===== config.mk =====
export PLATFORM = sky130hd
export DESIGN_NAME = rangefinder_sample_capture_ctrl
export DESIGN_NICKNAME = d
export VERILOG_FILES = /design/src/rtl/rangefinder_sample_capture_ctrl.sv
export SDC_FILE = /design/constraint.sdc
export NUM_CORES = 1
export LEC_CHECK = 0
export CAP_MARGIN = 20
export CORE_MARGIN = 10
export CORE_UTILIZATION = 55
export DETAILED_ROUTE_END_ITERATION = 10
export PLACE_DENSITY = 0.76
export SLEW_MARGIN = 20
export SYNTH_ARGS = -nofsm -noshare
export SYNTH_HDL_FRONTEND = slang
export SYNTH_SLANG_ARGS = --single-unit

===== constraint.sdc =====
create_clock -name clk -period 4.3 [get_ports clk]
set_input_delay 0.86 -clock clk [delete_from_list [all_inputs] [get_ports clk]]
set_output_delay 0.86 -clock clk [all_outputs]
set_load 0.02 [all_outputs]

===== src/rtl/rangefinder_sample_capture_ctrl.sv =====
`default_nettype none
// ============================================================================
// Module      : rangefinder_sample_capture_ctrl
// Description : Writes the sample stream into a circular sample RAM, keeps
//               pretrig_len pre-trigger samples and closes the record once the
//               rest of the RAM holds post-trigger samples. The optional
//               forced-trigger timer is enabled by RANGEFINDER_CAPTURE_TIMEOUT_EN.
// Revision    : 1.0 - initial release
// ============================================================================
module rangefinder_sample_capture_ctrl #(
    parameter int ADDR_W      = 8,
    parameter int DATA_W      = 8,
    parameter int TIMEOUT_CYC = 65535
) (
    input  logic              clk,
    input  logic              reset_n,
    input  logic              arm,
    input  logic              abort,
    input  logic [ADDR_W-1:0] pretrig_len,
    input  logic              trigger,
    input  logic              sample_valid,
    input  logic [DATA_W-1:0] sample_data,
    output logic [ADDR_W-1:0] ram_address,
    output logic              ram_chipselect,
    output logic              ram_write,
    output logic [DATA_W-1:0] ram_writedata,
    output logic              busy,
    output logic              done,
    output logic [ADDR_W-1:0] start_addr,
    output logic              timed_out
);

    localparam logic [ADDR_W:0]   c_depth   = {1'b1, {ADDR_W{1'b0}}};
    localparam logic [ADDR_W:0]   c_one_ext = {{ADDR_W{1'b0}}, 1'b1};
    localparam logic [ADDR_W-1:0] c_one     = {{(ADDR_W-1){1'b0}}, 1'b1};

    typedef enum logic [2:0] {
        S_IDLE      = 3'd0,
        S_PRE       = 3'd1,
        S_WAIT_TRIG = 3'd2,
        S_POST      = 3'd3,
        S_DONE      = 3'd4
    } state_t;

    state_t            r_state;
    logic [ADDR_W-1:0] r_wr_ptr;
    logic [ADDR_W-1:0] r_pre_cnt;
    logic [ADDR_W-1:0] r_plen;
    logic [ADDR_W:0]   r_post_cnt;
    logic [ADDR_W-1:0] r_ram_address;
    logic [DATA_W-1:0] r_ram_writedata;
    logic              r_ram_write;
    logic              r_busy;
    logic              r_done;
    logic [ADDR_W-1:0] r_start_addr;
    logic              r_timed_out;

    logic              w_active;
    logic              w_accept;
    logic              w_timeout;
    logic              w_fire;
    logic [ADDR_W:0]   w_post_init;
    logic [ADDR_W:0]   w_pre_next;

    assign w_active    = (r_state == S_PRE) || (r_state == S_WAIT_TRIG) || (r_state == S_POST);
    assign w_accept    = w_active && sample_valid && !abort;
    assign w_fire      = (r_state == S_WAIT_TRIG) && (trigger || w_timeout);
    assign w_post_init = c_depth - {1'b0, r_plen};
    assign w_pre_next  = {1'b0, r_pre_cnt} + c_one_ext;

`ifdef RANGEFINDER_CAPTURE_TIMEOUT_EN
    logic [15:0] r_timer;

    // Held at zero outside WAIT_TRIG, so it restarts on every entry.
    always_ff @(posedge clk) begin
        if (!reset_n) begin
            r_timer <= 16'd0;
        end else if (r_state != S_WAIT_TRIG) begin
            r_timer <= 16'd0;
        end else begin
            r_timer <= r_timer + 16'd1;
        end
    end

    assign w_timeout = (r_timer == 16'(TIMEOUT_CYC - 1)) && !trigger;
`else
    assign w_timeout = 1'b0 & (TIMEOUT_CYC != 0);
`endif

    always_ff @(posedge clk) begin
        if (!reset_n) begin
            r_state         <= S_IDLE;
            r_wr_ptr        <= '0;
            r_pre_cnt       <= '0;
            r_plen          <= '0;
            r_post_cnt      <= '0;
            r_ram_address   <= '0;
            r_ram_writedata <= '0;
            r_ram_write     <= 1'b0;
            r_busy          <= 1'b0;
            r_done          <= 1'b0;
            r_start_addr    <= '0;
            r_timed_out     <= 1'b0;
        end else begin
            r_ram_write <= w_accept;
            if (w_accept) begin
                r_ram_address   <= r_wr_ptr;
                r_ram_writedata <= sample_data;
                r_wr_ptr        <= r_wr_ptr + c_one;
            end

            case (r_state)
                S_IDLE, S_DONE: begin
                    if (abort) begin
                        r_state <= S_IDLE;
                    end else if (arm) begin
                        r_plen      <= pretrig_len;
                        r_wr_ptr    <= '0;
                        r_pre_cnt   <= '0;
                        r_done      <= 1'b0;
                        r_timed_out <= 1'b0;
                        r_busy      <= 1'b1;
                        r_state     <= (pretrig_len == '0) ? S_WAIT_TRIG : S_PRE;
                    end
                end

                S_PRE: begin
                    if (abort) begin
                        r_state <= S_IDLE;
                        r_busy  <= 1'b0;
                    end else if (w_accept) begin
                        r_pre_cnt <= r_pre_cnt + c_one;
                        if (w_pre_next == {1'b0, r_plen}) begin
                            r_state <= S_WAIT_TRIG;
                        end
                    end
                end

                S_WAIT_TRIG: begin
                    if (abort) begin
                        r_state <= S_IDLE;
                        r_busy  <= 1'b0;
                    end else if (w_fire) begin
                        r_start_addr <= r_wr_ptr - r_plen;
                        r_timed_out  <= w_timeout;
                        // A sample arriving with the trigger is already post-trigger.
                        if (w_accept) begin
                            r_post_cnt <= w_post_init - c_one_ext;
                            if (w_post_init == c_one_ext) begin
                                r_state <= S_DONE;
                                r_busy  <= 1'b0;
                                r_done  <= 1'b1;
                            end else begin
                                r_state <= S_POST;
                            end
                        end else begin
                            r_post_cnt <= w_post_init;
                            r_state    <= S_POST;
                        end
                    end
                end

                S_POST: begin
                    if (abort) begin
                        r_state <= S_IDLE;
                        r_busy  <= 1'b0;
                    end else if (w_accept) begin
                        r_post_cnt <= r_post_cnt - c_one_ext;
                        if (r_post_cnt == c_one_ext) begin
                            r_state <= S_DONE;
                            r_busy  <= 1'b0;
                            r_done  <= 1'b1;
                        end
                    end
                end

                default: begin
                    r_state <= S_IDLE;
                    r_busy  <= 1'b0;
                end
            endcase
        end
    end

    assign ram_address    = r_ram_address;
    assign ram_chipselect = r_ram_write;
    assign ram_write      = r_ram_write;
    assign ram_writedata  = r_ram_writedata;
    assign busy           = r_busy;
    assign done           = r_done;
    assign start_addr     = r_start_addr;
    assign timed_out      = r_timed_out;

endmodule
`default_nettype wire


==> results by group, run 1 <==
Cells and area
  – Total inserted antenna cells: 0
  – Post-synthesis to final-layout area growth: 18.95%
  – Layout cell share with drive strength beyond 1: ~4.5%
  – Net total in the final layout: ~570

Worst setup path
  – Max Fanout on Critical Path: 25
  – Slowest cell delay on critical path: 760 ps
  – Critical path buffers and inverters: 1
  – Critical path class: in -> reg
  – Kind of start point of the critical path: primary input
  – Crit-path leading delay family: simple AND/OR/NAND/NOR gates
  – Kind of end point of the critical path: flop
  – Cell with the largest stage delay on the worst path: sky130_fd_sc_hd__or3_1
  – Required time of the critical path: 4550 ps
  – Critical Path AT: just over 3000 ps
  – Cells traversed along the worst timing path: clkdlybuf4s50_1 -> or3_1 -> nor2_1 -> a211oi_1 -> mux2i_1 -> o41ai_1

Logic synthesis
  – Syn nets: roughly 530
  – Syn Area/Cell: about 7.4 um2
  – Async SR Flop Fraction: 0%
  – Cells after synthesis: 497
  – Share of the synthesized area in the top cell type: approximately a third
  – Top cells by count, synth: sky130_fd_sc_hd__nand2_1 (88), sky130_fd_sc_hd__dfxtp_1 (63), sky130_fd_sc_hd__a21oi_1 (51)
  – Most repeated cell in the gate-level netlist after synthesis: sky130_fd_sc_hd__nand2_1
  – Sequential-to-total area share from yosys stat: ~34%
  – Number of distinct standard cells referenced by the synthesized netlist: 56
  – Number of enable-type register cells in the synthesized netlist: 0
  – Leading area contributor after synthesis: sky130_fd_sc_hd__dfxtp_1
  – Warnings, synthesis: 0
  – Cells taking the most area after synthesis: sky130_fd_sc_hd__dfxtp_1 (34%), sky130_fd_sc_hd__nand2_1 (9.0%), sky130_fd_sc_hd__a21oi_1 (6.9%)
  – Flip-flop and latch count after synthesis: 63
  – Dominant register cell in the synthesized netlist: sky130_fd_sc_hd__dfxtp_1
  – Cell area after technology mapping: ~0.0037 mm2

Routing
  – Violation count after the first detailed-route iteration: 215
  – Average routed wire per standard cell: ~16 um
  – Met3 Routed Length: roughly 770 um
  – Sum of met2 wire segment lengths after detailed routing: roughly 4.7 mm
  – Topmost layer with routed signal wires: met4
  – Post-detailed-route DRC marker count: 0
  – Routed wire length: 9.717 mm
  – Number of optimization iterations in the first detailed-route pass: 4
  – Vias after detailed routing: 3657
  – Antenna Nets Post-Route: 0
  – Average vias per placed instance: 5.966
  – Wl on met1: between 4 and 5 mm

Global route
  – Vias in the first global route: 3311
  – Pin count of the biggest net entering global routing: 26
  – Initial antenna violation count: 0
  – Wire length of the first global-routing pass: between 15 and 20 mm
  – Global-route usage over all layers: 19.12%
  – Global-route congestion overflow total: 0

Clock network
  – Clock slew seen by the registers of the worst setup and hold paths: around 70 ps
  – Cells resized by post-CTS repair: 0
  – Worst-skew pair later-pin latency: 350 ps
  – Clk sink count: 63
  – Number of levels in the clock H-tree: 3
  – CTS buffer count: 9
  – Clock Root Buffer: sky130_fd_sc_hd__clkbuf_8
  – Post-cts hold buffer count: 0
  – Clock tree buffer depth: 2
  – TritonCTS clock tree: yes
  – Post-CTS setup buffer count: 0

Die
  – Core region area: 0.006422 mm2
  – Chip Width: roughly 100 um
  – Initial standard-cell utilization of the core: between 50 and 60%
  – Number of cell rows: 29
  – Vertical die dimension: 101.9 um
  – Top Ports: between 50 and 60
  – Die outline area: roughly 0.010 mm2

Power and ir drop
  – Total power density per cell area: 326.1 mW/mm2
  – Total power: roughly 1.4 mW
  – Worst voltage drop across the vdd grid: between 0.0002 and 0.00025 V
  – Static power due to leakage: between 1.5 and 2 nW

Place
  – Detailed Place HPWL: a little over 7 mm
  – Routability Congestion: 0.8870
  – Number of buffers inserted by port buffering: between 40 and 50

Run
  – Maxcap violations: 0

Timing
  – Accumulated negative setup slack: 0 ps
  – Minimum clock period after layout: between 2000 and 3000 ps
  – Fin Clk Skew: 10.20 ps
  – Period utilisation layout: roughly two thirds
  – Rel. slew slack: 40.67%
  – Final Setup Violations: 0
  – Count of final hold-check violations: 0
  – Worst Max-Slew Pin Slew: between 800 and 900 ps
  – Unrepaired setup endpoints after global routing: no
  – Pins over their slew limit: 0
  – Hold slack final: 453.1 ps
  – Peak Freq: ~0.35 GHz

Min path
  – Worst hold path class: reg -> reg

Run status
  – Outcome: completed
[worst register-to-register path, cell delays in order, from the launching register on]
cell	delay, ps
sky130_fd_sc_hd__dfxtp_1	570
sky130_fd_sc_hd__inv_1	150
sky130_fd_sc_hd__ha_1	320
sky130_fd_sc_hd__xnor2_1	160
sky130_fd_sc_hd__o31a_1	310
sky130_fd_sc_hd__or3_1	410
sky130_fd_sc_hd__o21bai_1	210
sky130_fd_sc_hd__o311ai_0	150
sky130_fd_sc_hd__o2111a_1	180
[flip-flops by register name, indices dropped and copies added (netlist names), 3 cells and up]
| register | cells |
|---|---|
| r_post_cnt | 9 |
| r_pre_cnt | 8 |
| r_plen | 8 |
| ram_address | 8 |
| start_addr | 8 |
| r_wr_ptr | 8 |
| ram_writedata | 8 |
| r_state | 3 |
[report_power, final]
part	internal, mW	switching (mW)
sequential	0.596	0.0240
combinational	0.101	0.136
clock	0.328	0.243
total	1.03	0.404
[layer usage]
metal | track usage, % | vias to the layer above
met5 | 0 | -
met4 | 5.423 | 0
met3 | 6.343 | 10
met2 | 31.81 | 113
met1 | 23.14 | 1737
li1 | - | 1797
[per-stage QoR]
step	setup WS (ps)	cells	instance area (um2)	util, %
floorplan	1874	497	3685	-
global placement	1202	597	4170	64.93
global route	1243	613	4383	68.24
detailed placement	1128	597	4170	64.93
CTS	1474	613	4383	68.24
finish	1445	613	4383	68.24
[final cells by class]
| cell class | count | area (um2) |
|---|---|---|
| clock buffer | 11 | 131.4 |
| clock inverter | 5 | 81.33 |
| fill | 566 | 2039 |
| inverter | 16 | 60.06 |
| multi-input combinational | 388 | 2232 |
| sequential | 63 | 1261 |
| tap | 77 | 96.34 |
| timing repair buffer | 53 | 520.5 |
[layout by cell type (no fill, tap or decap), drive strengths merged, types with 4 or more instances in the layout]
cell	n
a211oi	5
a21oi	51
and2	4
and3	4
buf	4
clkbuf	11
clkdlybuf4s50	49
dfxtp	63
ha	13
inv	17
nand2	88
nand2b	5
nand3	17
nor2	47
nor2b	7
nor3	15
nor4	9
o211ai	8
o21ai	28
o31a	4
or3	9
xnor2	19
xor2	11
[cells by family after synthesis]
logic type / after synthesis / synth area share (%)
adders and majority gates: 14 / 4.958
other: 1 / 0.1018
muxes: 3 / 0.8150
AOI/OAI and AO/OA: 120 / 19.66
xor gates and xnor gates: 30 / 7.131
buffers and inverters: 46 / 5.331
DFF: 63 / 34.23
and+or+nand+nor: 220 / 27.78
[final timing paths]
path / to / slack (ps) / cells after the start / from
min: ram_writedata[1] / 450 / 2 / ram_writedata[1]
min reg2reg: ram_writedata[1] / 450 / 2 / ram_writedata[1]
max: r_post_cnt[4] / 1450 / 6 / abort
max reg2reg: busy / 1720 / 8 / r_plen[1]
No activity file was read; power rests on OpenSTA's default activity.
==> inputs of run 2 (changes only) <==
==> constraint.sdc (replaced) <==
create_clock -name clk -period 2.8 [get_ports clk]
set_input_delay 0.56 -clock clk [delete_from_list [all_inputs] [get_ports clk]]
set_output_delay 0.56 -clock clk [all_outputs]
set_load 0.02 [all_outputs]
==> results by group, run 2 (synthesis gave the netlist of run 1 again) <==
Cells and area
  – Largest register FFs: 9 (unchanged)
  – Post-synthesis to final-layout area growth: 20.51%
  – Most common cell after layout, fill and taps aside: sky130_fd_sc_hd__nand2_1
  – Register area: 0.001261 mm2 (unchanged)
  – Total inserted antenna cells: 0 (unchanged)
  – Layout cell share with drive strength beyond 1: 6.934% (+2.5 points)
  – Largest register by flop count: r_post_cnt
  – Commonest cells after routing, fill and taps aside: sky130_fd_sc_hd__nand2_1 (88), sky130_fd_sc_hd__dfxtp_1 (63), sky130_fd_sc_hd__a21oi_1 (51), sky130_fd_sc_hd__clkdlybuf4s50_1 (49), sky130_fd_sc_hd__nor2_1 (47)
  – Net total in the final layout: 579 (+2.1%)
  – Final-layout fill cell count: 550 (-2.8%)
  – Multi-input gate area: 0.002232 mm2 (unchanged)

Timing
  – Accumulated negative setup slack: 0 ps (unchanged)
  – Worst Max-Slew Pin Slew: 543.7 ps (-346.2 ps)
  – Fin Clk Skew: 6.672 ps (-3.529 ps)
  – Post-layout worst setup margin: 359.3 ps (-1086 ps)
  – Pins over their slew limit: 0 (unchanged)
  – Unrepaired setup endpoints after global routing: no
  – Rel. slew slack: 63.47% (+23 points)
  – Final Setup Violations: 0 (unchanged)
  – Period utilisation layout: slightly below 90%
  – Count of final hold-check violations: 0 (unchanged)
  – Minimum clock period after layout: 2441 ps
  – Peak Freq: ~0.4 GHz

Worst setup path
  – Kind of end point of the critical path: flop
  – Critical path buffers and inverters: 2 (+1)
  – Cells traversed along the worst timing path: inv_1 -> ha_1 -> xnor2_1 -> o31a_1 -> or3_1 -> a211oi_1 -> o41ai_1 -> buf_4 -> a21oi_1
  – Worst R2R Setup Slack: 360 ps (-1360 ps)
  – Slowest cell delay on critical path: 440 ps (-320 ps)
  – Crit-path leading delay family: compound AO/OA/AOI/OAI gates
  – Kind of start point of the critical path: flop
  – Launching instance or port of the critical path: r_plen[0]
  – Max Fanout on Critical Path: 8 (-68%)
  – Critical Path AT: 2710 ps (-400 ps)
  – Critical path class: reg -> reg
  – Required time of the critical path: 3070 ps (-1480 ps)
  – Cell with the largest stage delay on the worst path: sky130_fd_sc_hd__dfxtp_1
  – FF-to-FF Start: r_plen[0]

Clock network
  – Cells resized by post-CTS repair: 0 (unchanged)
  – Clk sink count: 63 (unchanged)
  – Clock Root Buffer: sky130_fd_sc_hd__clkbuf_8
  – Post-CTS setup buffer count: 0 (unchanged)
  – Number of levels in the clock H-tree: 3 (unchanged)
  – Clock tree buffer depth: 2 (unchanged)
  – Worst-skew pair later-pin latency: 340 ps (about the same)
  – Post-cts hold buffer count: 0 (unchanged)
  – TritonCTS clock tree: yes
  – Clock slew seen by the registers of the worst setup and hold paths: 80 ps (about the same)
  – CTS buffer count: 9 (unchanged)

Power and ir drop
  – Worst voltage drop across the vdd grid: 0.0003479 V (+70%)
  – Static power due to leakage: 1.548 nW (+2.9%)
  – Total power: 2.066 mW (+45%)
  – Total power density per cell area: 465.3 mW/mm2 (+43%)

Die
  – Die outline area: 0.01037 mm2 (unchanged)
  – Top Ports: 51 (unchanged)
  – Chip Width: 101.9 um (unchanged)
  – Core region area: 0.006422 mm2 (unchanged)
  – Initial standard-cell utilization of the core: 57.37% (unchanged)
  – Number of cell rows: 29 (unchanged)
  – Vertical die dimension: 101.9 um (unchanged)

Routing
  – Number of optimization iterations in the first detailed-route pass: 5 (+1)
  – Average routed wire per standard cell: 15.39 um (-2.9%)
  – Antenna Nets Post-Route: 0 (unchanged)
  – Post-detailed-route DRC marker count: 0 (unchanged)
  – Average vias per placed instance: 5.787 (-3.0%)
  – Vias after detailed routing: 3617 (-1.1%)
  – Routed wire length: 9.621 mm (-0.99%)
  – Violation count after the first detailed-route iteration: 193 (-10%)

Run
  – Maxcap violations: 0 (unchanged)

Place
  – Routability Congestion: 0.9746 (+9.9%)
  – Setup WS pre-CTS: 82.05 ps (-1046 ps)
  – Number of buffers inserted by port buffering: 49 (unchanged)
  – Detailed Place HPWL: 7.250 mm (+1.1%)

Global route
  – Initial antenna violation count: 0 (unchanged)
  – Vias in the first global route: 3558 (+7.5%)
  – Global-route usage over all layers: 19.33% (+0.21 points)
  – Global-route congestion overflow total: 0 (unchanged)
  – Wire length of the first global-routing pass: 16.46 mm (+2.7%)
  – Pin count of the biggest net entering global routing: 25 (-3.8%)

Run status
  – Outcome: completed

Min path
  – Worst hold path class: reg -> reg
  – HP Start: done
[run 2: cell count changes in the layout (fill, tap and decap cells not counted), sizes merged]
cell      previous run  this run
clkinv               1         2
clkbuf              11        10
clkinvlp             1         2
buf                  4        16
bufinv               2         0
inv                 17        18
[run 2: final timing paths]
check,to,depth (start not counted)
setup / recovery,done,9
hold / removal,done,2
hold reg to reg,done,2
setup reg to reg,done,9
[run 2: final cells by class]
class / count / area share, %
flip-flops and latches: 63 / 28.40
inverters: 16 / 1.352
well taps: 77 / 2.170
clock buffers: 10 / 3.099
repair buffers: 65 / 13.75
clock inverters: 6 / 0.9580
multi-input cells: 388 / 50.27
[run 2: worst reg2reg max path: stages (launching register included)]
cell and delay, ps:
sky130_fd_sc_hd__dfxtp_1 440, sky130_fd_sc_hd__inv_1 70, sky130_fd_sc_hd__ha_1 310, sky130_fd_sc_hd__xnor2_1 170
sky130_fd_sc_hd__o31a_1 310, sky130_fd_sc_hd__or3_1 410, sky130_fd_sc_hd__a211oi_1 270, sky130_fd_sc_hd__o41ai_1 100
sky130_fd_sc_hd__buf_4 160, sky130_fd_sc_hd__a21oi_1 130
[run 2: metal layers]
layer	up-vias	GRT usage (%)	wire length, um
li1	1815	-	-
met1	1678	22.45	4011
met2	102	31.96	4560
met3	22	7.152	832
met4	0	7.267	217
met5	-	0	0
[run 2: power by group]
| part | leakage (nW) | internal (mW) | switching (mW) |
|---|---|---|---|
| clock | 0.0891 | 0.348 | 0.384 |
| sequential | 0.509 | 0.916 | 0.0251 |
| combinational | 0.950 | 0.170 | 0.223 |
[run 2: metrics by stage]
stage / utilization, % / area (um2) / hold slack, ps / cells
2_1_floorplan: - / 3685 / 445.0 / 497
3_3_place_gp: 66.34 / 4260 / 439.7 / 609
3_5_place_dp: 66.34 / 4260 / 440.5 / 609
4_1_cts: 69.14 / 4441 / 453.1 / 625
5_1_grt: 69.14 / 4441 / 477.7 / 625
6_report: 69.14 / 4441 / 449.7 / 625
==> inputs of run 3 (changes only) <==
==> constraint.sdc (replaced) <==
create_clock -name clk -period 2.3 [get_ports clk]
set_input_delay 0.46 -clock clk [delete_from_list [all_inputs] [get_ports clk]]
set_output_delay 0.46 -clock clk [all_outputs]
set_load 0.02 [all_outputs]
==> results by group, run 3 (synthesis gave the netlist of run 1 again) <==
Run status
  – Outcome: completed

Die
  – Initial standard-cell utilization of the core: 57.37% (unchanged)
  – Number of cell rows: 29 (unchanged)
  – Top Ports: 51 (unchanged)
  – Chip Width: 101.9 um (unchanged)
  – Core region area: 0.006422 mm2 (unchanged)
  – Die outline area: 0.01037 mm2 (unchanged)
  – Vertical die dimension: 101.9 um (unchanged)

Routing
  – Number of optimization iterations in the first detailed-route pass: 5 (unchanged)
  – Vias after detailed routing: 3777 (+4.4%)
  – Routed wire length: 10.18 mm (+5.8%)
  – Average routed wire per standard cell: 15.68 um (+1.9%)
  – Violation count after the first detailed-route iteration: 223 (+16%)
  – Antenna Nets Post-Route: 0 (unchanged)
  – Average vias per placed instance: 5.820 (+0.56%)
  – Post-detailed-route DRC marker count: 0 (unchanged)

Clock network
  – TritonCTS clock tree: yes
  – Clock Root Buffer: sky130_fd_sc_hd__clkbuf_8
  – Worst-skew pair later-pin latency: 350 ps (about the same)
  – Clock tree buffer depth: 2 (unchanged)
  – Post-CTS setup buffer count: 0 (unchanged)
  – Number of levels in the clock H-tree: 3 (unchanged)
  – Cells resized by post-CTS repair: 0 (unchanged)
  – Clk sink count: 63 (unchanged)
  – CTS buffer count: 9 (unchanged)
  – Post-cts hold buffer count: 0 (unchanged)
  – Clock slew seen by the registers of the worst setup and hold paths: 80 ps (about the same)

Global route
  – Busiest layer in global routing: met2
  – Met3 demand-to-capacity share in global routing: 5.466% (-1.7 points)
  – Pin count of the biggest net entering global routing: 20 (-20%)
  – Global-route met2 utilization: 32.90% (+0.94 points)
  – Wire length of the first global-routing pass: 17.11 mm (+4.0%)
  – Vias in the first global route: 3564 (+0.17%)
  – Global-route congestion overflow total: 0 (unchanged)
  – Met1 layer usage reported by global route: 25.30% (+2.8 points)
  – Initial antenna violation count: 0 (unchanged)
  – Global-route usage over all layers: 20.20% (+0.87 points)

Cells and area
  – Total inserted antenna cells: 0 (unchanged)
  – Layout cell share with drive strength beyond 1: 11.71% (+4.8 points)
  – Largest register FFs: 9 (unchanged)
  – Final core utilization: 72.22% (+3.1 points)
  – Net total in the final layout: 603 (+4.1%)
  – Most common cell after layout, fill and taps aside: sky130_fd_sc_hd__nand2_1
  – Final Instance Count excl. Fillers: 649 (+3.8%)
  – Largest register by flop count: r_post_cnt
  – Commonest cells after routing, fill and taps aside: sky130_fd_sc_hd__nand2_1 (88), sky130_fd_sc_hd__dfxtp_1 (60), sky130_fd_sc_hd__a21oi_1 (51), sky130_fd_sc_hd__clkdlybuf4s50_1 (49), sky130_fd_sc_hd__nor2_1 (47)
  – Post-synthesis to final-layout area growth: 25.87%
  – Final-layout fill cell count: 551 (+0.18%)

Timing
  – Pins over their slew limit: 0 (unchanged)
  – Peak Freq: 0.4601 GHz (+12%)
  – Final Setup Violations: 0 (unchanged)
  – Worst Max-Slew Pin Slew: 519.6 ps (-24.17 ps)
  – Count of final hold-check violations: 0 (unchanged)
  – Accumulated negative setup slack: 0 ps (unchanged)
  – Period utilisation layout: 94.49% (+7.3 points)
  – Unrepaired setup endpoints after global routing: no
  – Post-layout worst setup margin: 126.7 ps (-232.6 ps)
  – Rel. slew slack: 64.91% (+1.4 points)
  – Minimum clock period after layout: 2173 ps (-267.4 ps)
  – Fin Clk Skew: 8.617 ps (+1.945 ps)

Worst setup path
  – Critical Path AT: 2390 ps (-320 ps)
  – Critical path class: reg -> reg
  – Kind of end point of the critical path: flop
  – Required time of the critical path: 2520 ps (-550 ps)
  – Max Fanout on Critical Path: 7 (-1)
  – Kind of start point of the critical path: flop

Min path
  – Worst hold path class: reg -> reg

Place
  – Routability Congestion: 0.8876 (-8.9%)
  – Dpl cells: 633 (+3.9%)
  – Setup WS pre-CTS: -126.5 ps (-208.6 ps)
  – Number of buffers inserted by port buffering: 49 (unchanged)
  – Detailed Place HPWL: 7.723 mm (+6.5%)

Power and ir drop
  – Static power due to leakage: 1.678 nW (+8.4%)
  – Total power density per cell area: 552.4 mW/mm2 (+19%)
  – Worst voltage drop across the vdd grid: 0.0004015 V (+15%)

Run
  – Maxcap violations: 0 (unchanged)
==> run 3: cell types whose count changed in the layout (fill, tap and decap cells not counted), sizes merged <==
| cell | before | now |
|---|---|---|
| buf | 16 | 40 |
| clkinv | 2 | 4 |
| clkbuf | 10 | 9 |
| clkinvlp | 2 | 1 |
==> run 3: metrics by stage <==
| stage | hold WS (ps) | area, um2 | power [mW] |
|---|---|---|---|
| 5_1_grt | 479.9 | 4638 | 2.674 |
| 4_1_cts | 457.1 | 4621 | 2.561 |
| 2_1_floorplan | 445.0 | 3685 | 1.489 |
| 3_5_place_dp | 446.5 | 4441 | 1.679 |
| 3_3_place_gp | 440.0 | 4441 | 1.673 |
| 6_report | 454.1 | 4638 | 2.562 |
==> run 3: report_power, final <==
group          internal, mW  total, mW  switching [mW]
registers              1.12       1.14          0.0277
logic                 0.237      0.524           0.287
clock network         0.402      0.895           0.494
==> run 3: area by class of cell <==
type	count	area, um2	area share, %
multi-input combinational	388	2246	48.42
inverter	16	60.06	1.295
tap	77	96.34	2.077
clock buffer	9	123.9	2.671
clock inverter	7	56.30	1.214
sequential	63	1265	27.27
timing repair buffer	89	790.8	17.05
==> run 3: worst paths after layout <==
| kind | from | to | slack [ps] | cells after the start |
|---|---|---|---|---|
| worst min register to register | start_addr[3] | start_addr[3] | 450 | 2 |
| worst max register to register | r_plen[1] | done | 130 | 9 |
| worst min-delay path | start_addr[3] | start_addr[3] | 450 | 2 |
| worst max-delay path | r_plen[1] | done | 130 | 9 |
==> run 3: layer usage <==
metal	vias to the layer above	part of all wire (%)	wire length, um
li1	1870	-	-
met1	1731	43	4362
met2	156	47	4814
met3	20	8.1	820
met4	0	1.8	180
met5	-	0	0
==> run 3: worst max-delay path, cell delays in order, from the launching register on <==
cell and delay, ps:
sky130_fd_sc_hd__dfxtp_2 350, sky130_fd_sc_hd__inv_1 80, sky130_fd_sc_hd__ha_1 180, sky130_fd_sc_hd__buf_4 170
sky130_fd_sc_hd__nand2b_1 90, sky130_fd_sc_hd__nor4b_2 320, sky130_fd_sc_hd__or3_1 210, sky130_fd_sc_hd__a211oi_1 70
sky130_fd_sc_hd__o41ai_1 450, sky130_fd_sc_hd__a21oi_1 130
